<file path="src/rtl/dk_audio_i2s_tx.sv">
// dk_audio_i2s_tx: 4-entry FIFO feeding a 32-bit I2S frame serializer (mono sample on both channels).
// Optional build macro DK_I2S_OFFSET_BINARY_EN serializes samples as unsigned offset binary.
`default_nettype none

module dk_audio_i2s_tx #(
  parameter int CLOCK_RATE  = 6144000,
  parameter int SAMPLE_RATE = 48000,
  parameter int BCLK_DIV    = CLOCK_RATE / (SAMPLE_RATE * 32)
) (
  input  logic               clk,
  input  logic               I_RSTn,
  input  logic               audio_clk_en,
  input  logic signed [15:0] in,
  output logic               o_bclk,
  output logic               o_lrck,
  output logic               o_sdata,
  output logic               o_underrun,
  output logic               o_overflow
);

  localparam int            CW       = $clog2(BCLK_DIV);
  localparam logic [CW-1:0] CNT_LAST = CW'(BCLK_DIV - 1);
  localparam logic [CW-1:0] CNT_HALF = CW'(BCLK_DIV / 2);

  generate
    if ((BCLK_DIV < 2) || ((BCLK_DIV % 2) != 0)) begin : g_bad_bclk_div
      $error("dk_audio_i2s_tx: BCLK_DIV must be even and >= 2");
    end
  endgenerate

  typedef enum logic [1:0] {
    S_IDLE  = 2'd0,
    S_LOAD  = 2'd1,
    S_SHIFT = 2'd2
  } state_t;

  state_t        state_q;
  logic [CW-1:0] cnt_q, cnt_d;
  logic          wrap;
  logic          bclk_q;

  logic [15:0]   mem_q [4];
  logic [1:0]    wptr_q, wptr_d;
  logic [1:0]    rptr_q, rptr_d;
  logic [2:0]    count_q, count_d;
  logic          full, empty, do_wr, do_pop;
  logic [15:0]   pop_data;

  logic [15:0]   hold_q;
  logic [4:0]    bit_q;
  logic          sdata_q, lrck_q, underrun_q, overflow_q;

  // Bit-timing counter runs freely whenever out of reset, in every state.
  assign wrap  = (cnt_q == CNT_LAST);
  assign cnt_d = wrap ? '0 : cnt_q + CW'(1);

  always_ff @(posedge clk or negedge I_RSTn) begin
    if (!I_RSTn) begin
      cnt_q  <= '0;
      bclk_q <= 1'b0;
    end else begin
      cnt_q  <= cnt_d;
      bclk_q <= (cnt_d >= CNT_HALF);
    end
  end

  assign full   = (count_q == 3'd4);
  assign empty  = (count_q == 3'd0);
  assign do_wr  = audio_clk_en && !full;
  assign do_pop = (state_q == S_LOAD) && !empty;

  always_comb begin
    wptr_d  = do_wr  ? wptr_q + 2'd1 : wptr_q;
    rptr_d  = do_pop ? rptr_q + 2'd1 : rptr_q;
    count_d = count_q;
    case ({do_wr, do_pop})
      2'b10:   count_d = count_q + 3'd1;
      2'b01:   count_d = count_q - 3'd1;
      default: count_d = count_q;
    endcase
  end

  always_ff @(posedge clk or negedge I_RSTn) begin
    if (!I_RSTn) begin
      wptr_q  <= '0;
      rptr_q  <= '0;
      count_q <= '0;
    end else begin
      wptr_q  <= wptr_d;
      rptr_q  <= rptr_d;
      count_q <= count_d;
    end
  end

  // Storage needs no reset: pointers and count alone define validity.
  always_ff @(posedge clk) begin
    if (do_wr) begin
      mem_q[wptr_q] <= in;
    end
  end

`ifdef DK_I2S_OFFSET_BINARY_EN
  assign pop_data = {~mem_q[rptr_q][15], mem_q[rptr_q][14:0]};
`else
  assign pop_data = mem_q[rptr_q];
`endif

  // Priming leaves IDLE only on a bit boundary so LOAD always sits one clk after a wrap.
  always_ff @(posedge clk or negedge I_RSTn) begin
    if (!I_RSTn) begin
      state_q    <= S_IDLE;
      bit_q      <= '0;
      hold_q     <= '0;
      sdata_q    <= 1'b0;
      lrck_q     <= 1'b0;
      underrun_q <= 1'b0;
      overflow_q <= 1'b0;
    end else begin
      if (audio_clk_en && full) begin
        overflow_q <= 1'b1;
      end
      case (state_q)
        S_IDLE: begin
          if (wrap && (count_q >= 3'd2)) begin
            state_q <= S_LOAD;
          end
        end
        S_LOAD: begin
          if (empty) begin
            underrun_q <= 1'b1;
          end else begin
            hold_q <= pop_data;
          end
          bit_q   <= '0;
          state_q <= S_SHIFT;
        end
        S_SHIFT: begin
          if (wrap) begin
            sdata_q <= hold_q[~bit_q[3:0]];
            lrck_q  <= bit_q[4];
            bit_q   <= bit_q + 5'd1;
            if (bit_q == 5'd31) begin
              state_q <= S_LOAD;
            end
          end
        end
        default: state_q <= S_IDLE;
      endcase
    end
  end

  assign o_bclk     = bclk_q;
  assign o_lrck     = lrck_q;
  assign o_sdata    = sdata_q;
  assign o_underrun = underrun_q;
  assign o_overflow = overflow_q;

endmodule

`default_nettype wire

</file>
<file path="config.mk">
export PLATFORM = sky130hd
export DESIGN_NAME = dk_audio_i2s_tx
export DESIGN_NICKNAME = d
export VERILOG_FILES = /design/src/rtl/dk_audio_i2s_tx.sv
export SDC_FILE = /design/constraint.sdc
export NUM_CORES = 1
export LEC_CHECK = 0
export CAP_MARGIN = 40
export CORE_ASPECT_RATIO = 1.5
export CORE_MARGIN = 2
export CORE_UTILIZATION = 52
export DETAILED_ROUTE_END_ITERATION = 10
export DONT_BUFFER_PORTS = 1
export PLACE_DENSITY = 0.74
export SLEW_MARGIN = 30
export SYNTH_ARGS = -nofsm -noshare
export SYNTH_HDL_FRONTEND = slang
export SYNTH_SLANG_ARGS = --single-unit
</file>
<file path="constraint.sdc">
create_clock -name clk -period 3 [get_ports clk]
set_clock_uncertainty 0.05 [all_clocks]
set_input_delay 0.6 -clock clk [delete_from_list [all_inputs] [get_ports clk]]
set_output_delay 0.6 -clock clk [all_outputs]
set_load 0.05 [all_outputs]
</file>
==> metrics.md <==
| Metric | Value |
|---|---|
| Num rows | `39` |
| Fmax | `471 MHz` |
| CP endpoint kind | `flip-flop` |
| WL/cell | `18.9 um` |
| Final WL | `6.50 mm` |
| Most frequent cell after synthesis | `edfxtp_1` |
| RePlAce Congestion | `0.765` |
| Filler cells | `587` |
| Full die area | `8590 sq um` |
| Max clock buf depth | `2` |
| Min-Delay Path Class | `in2async` |
| Width of the die | `76.3 um` |
| Final-report hold violation count | `0` |
| CTS Buf Count | `9` |
| Leak pwr | `1.68 nW` |
| Setup TNS | `0 ps` |
| First-pass GRT wire length | `10.6 mm` |
| Initial antenna violation count | `0` |
| VDD IR-drop max | `0.604 mV` |
| Slew Limit Fails | `0` |
| Avg Inst Size Synth | `17.9 sq um` |
| GRT Total Usage | `0.166` |
| Unrepaired setup endpoints after global routing | `false` |
| Post-synth cell types | `39` |
| Ys flop type | `edfxtp_1` |
| CTS tree | `built` |
| Synthesized Nets | `256` |
| Final Instance Area | `4540 sq um` |
| YS warnings | `0` |
| Post-synthesis cell area | `4080 sq um` |
| Via density | `5.58` |
| Crit. Startpoint | `state_q[1]$_DFFE_PN0P_` |
| Initial Util | `0.536` |
| DR iter-0 viols | `105` |
| IO Count | `24` |
| Detail Placement HPWL | `3.95 mm` |
| Clk sinks | `100` |
| Worst R2R Start | `state_q[1]$_DFFE_PN0P_` |
| Root cell of the clock tree | `clkbuf_16` |
| I/O Buffers | `0` |
| Met1 WL | `2.78 mm` |
| N_diodes | `0` |
| Number of global-route vias before repair | `2052` |
| Final Critical Period | `2120 ps` |
| Worst-path maximum fanout | `16` |
| Grt ovf | `0` |
| Met3 Wirelength | `142 um` |
| Synth-to-layout area growth | `11.2%` |
| Kind of critical path | `reg2reg` |
| Core area | `7610 sq um` |
| EDFF count, synth | `64` |
| Status | `finished clean` |
| Largest net degree at the start of global routing | `37` |
| Share of the cycle needed by the critical path after routing | `0.707` |
| Placed cell areas | `4200 sq um` |
| Max Used Layer | `met4` |
| DRT Pass-1 Iters | `4` |
| Chip height | `112 um` |
| Worst EP arrival | `2330 ps` |
| Slew HR | `0.600` |
| Synth top area share | `0.471` |
| Setup violators final | `0` |
| Crit start category | `flip-flop` |
| DRC | `0` |
| Fin nets | `265` |
| Worst EP required | `3210 ps` |
| H-Tree Depth | `3` |
| Post-DRT Antenna Nets | `0` |
| Sequential area share after synthesis | `0.692` |
| Synth area leaders | `edfxtp_1 (47%), dfrtp_1 (22%), mux4_2 (9.9%)` |
| Area leader, netlist | `edfxtp_1` |
| Clock latency on the worst-skew pair | `340 ps` |
| Vias | `1918` |
| Reg-to-reg setup timing slack | `880 ps` |
| Post-Synthesis Cells | `228` |
| Number of max-cap violations | `0` |
| Post-CTS Resized | `0` |
| Post-synthesis register bit count | `100` |
| Synth cell count leaders | `edfxtp_1 (64), dfrtp_1 (36), mux2_2 (18), mux4_2 (18), inv_1 (9)` |
| Layout cells sized above 1 | `0.256` |
| PD cells | `944 nW/um^2` |
| DR WL met2 | `3.38 mm` |
| Least-Margin Pin Slew | `595 ps` |
| Clock transition at path regs | `60 ps` |
| Synth async-reset ratio | `0.360` |
## what timing repair did
| action | CTS | global route |
|---|---|---|
| buffers inserted | 0 | 0 |
| endpoints found under the hold margin | 36 | 0 |
| hold buffers | 1 | 0 |
## power by group
group	internal, mW	total (mW)	switching (mW)
logic	0.541	0.971	0.430
registers	1.86	2.16	0.303
clock network	0.689	1.15	0.460
total	3.09	4.28	1.19
## cell families after synthesis
family	synth area share
AOI/OAI and AO/OA	0.0258
xor gates and xnor gates	0.0129
adders and majority gates	0.0294
buffers and inverters	0.0221
DFF	0.692
muxes	0.163
and+or+nand+nor	0.0552
## flip-flops by register name, summed over array words and instances, names as in the netlist, 2 cells and up
| register | count |
|---|---|
| hold_q | 16 |
| state_q | 2 |
| mem_q | 64 |
| count_q | 3 |
| bit_q | 5 |
| rptr_q | 2 |
| wptr_q | 2 |
## final timing paths
| path | depth (start not counted) | to |
|---|---|---|
| max in group asynchronous | 1 | hold_q[4]$_DFFE_PN0P_ |
| min in group clk | 0 | mem_q[0][11]$_DFFE_PP_ |
| setup reg to reg | 8 | count_q[2]$_DFFE_PN0P_ |
| setup / recovery | 8 | count_q[2]$_DFFE_PN0P_ |
| hold / removal | 1 | o_underrun$_DFFE_PN0P_ |
| hold reg to reg | 1 | cnt_q[0]$_DFF_PN0_ |
## layout by cell type, fill, tap and decap left out, types with 5 or more instances in the layout
cell	count
nand3_1	5
dfrtp_1	36
mux2_2	18
inv_1	9
buf_4	6
o21ai_0	5
ha_1	8
clkbuf_16	9
mux4_2	18
edfxtp_1	64
## through the flow
stage | std cells | setup WS, ps | power (mW) | hold WS [ps] | util
4_1_cts | 343 | 882 | 4.32 | 45.3 | 0.594
3_3_place_gp | 326 | 933 | 3.12 | 255 | 0.551
6_report | 344 | 879 | 4.28 | 50.4 | 0.596
2_1_floorplan | 228 | 748 | 2.91 | 254 | -
5_1_grt | 344 | 684 | 4.52 | 57.5 | 0.596
3_5_place_dp | 326 | 901 | 3.15 | 255 | 0.551
## per-layer routing
layer / global-route usage / vias up
li1: - / 891
met1: 0.198 / 991
met2: 0.279 / 24
met3: 0.0273 / 12
met4: 0.109 / 0
met5: 0 / -
## cell type report
class	count	area, sq um	share of cell area
Clock buffer	12	256	0.0566
Clock inverter	4	47.5	0.0105
Inverter	9	33.8	0.00745
Multi-Input combinational cell	109	1170	0.257
Sequential cell	100	2820	0.622
Tap cell	102	128	0.0281
Timing Repair Buffer	8	80.1	0.0177
## critical path, stage by stage (launching register included)
cell and delay, ps:
dfrtp_1 540, nand2b_1 290, nor2_2 140, ha_1 190, inv_1 60, fa_1 370
xor2_1 150, nor2_1 110, xor2_1 150
Power figures use the tool's default switching activity.
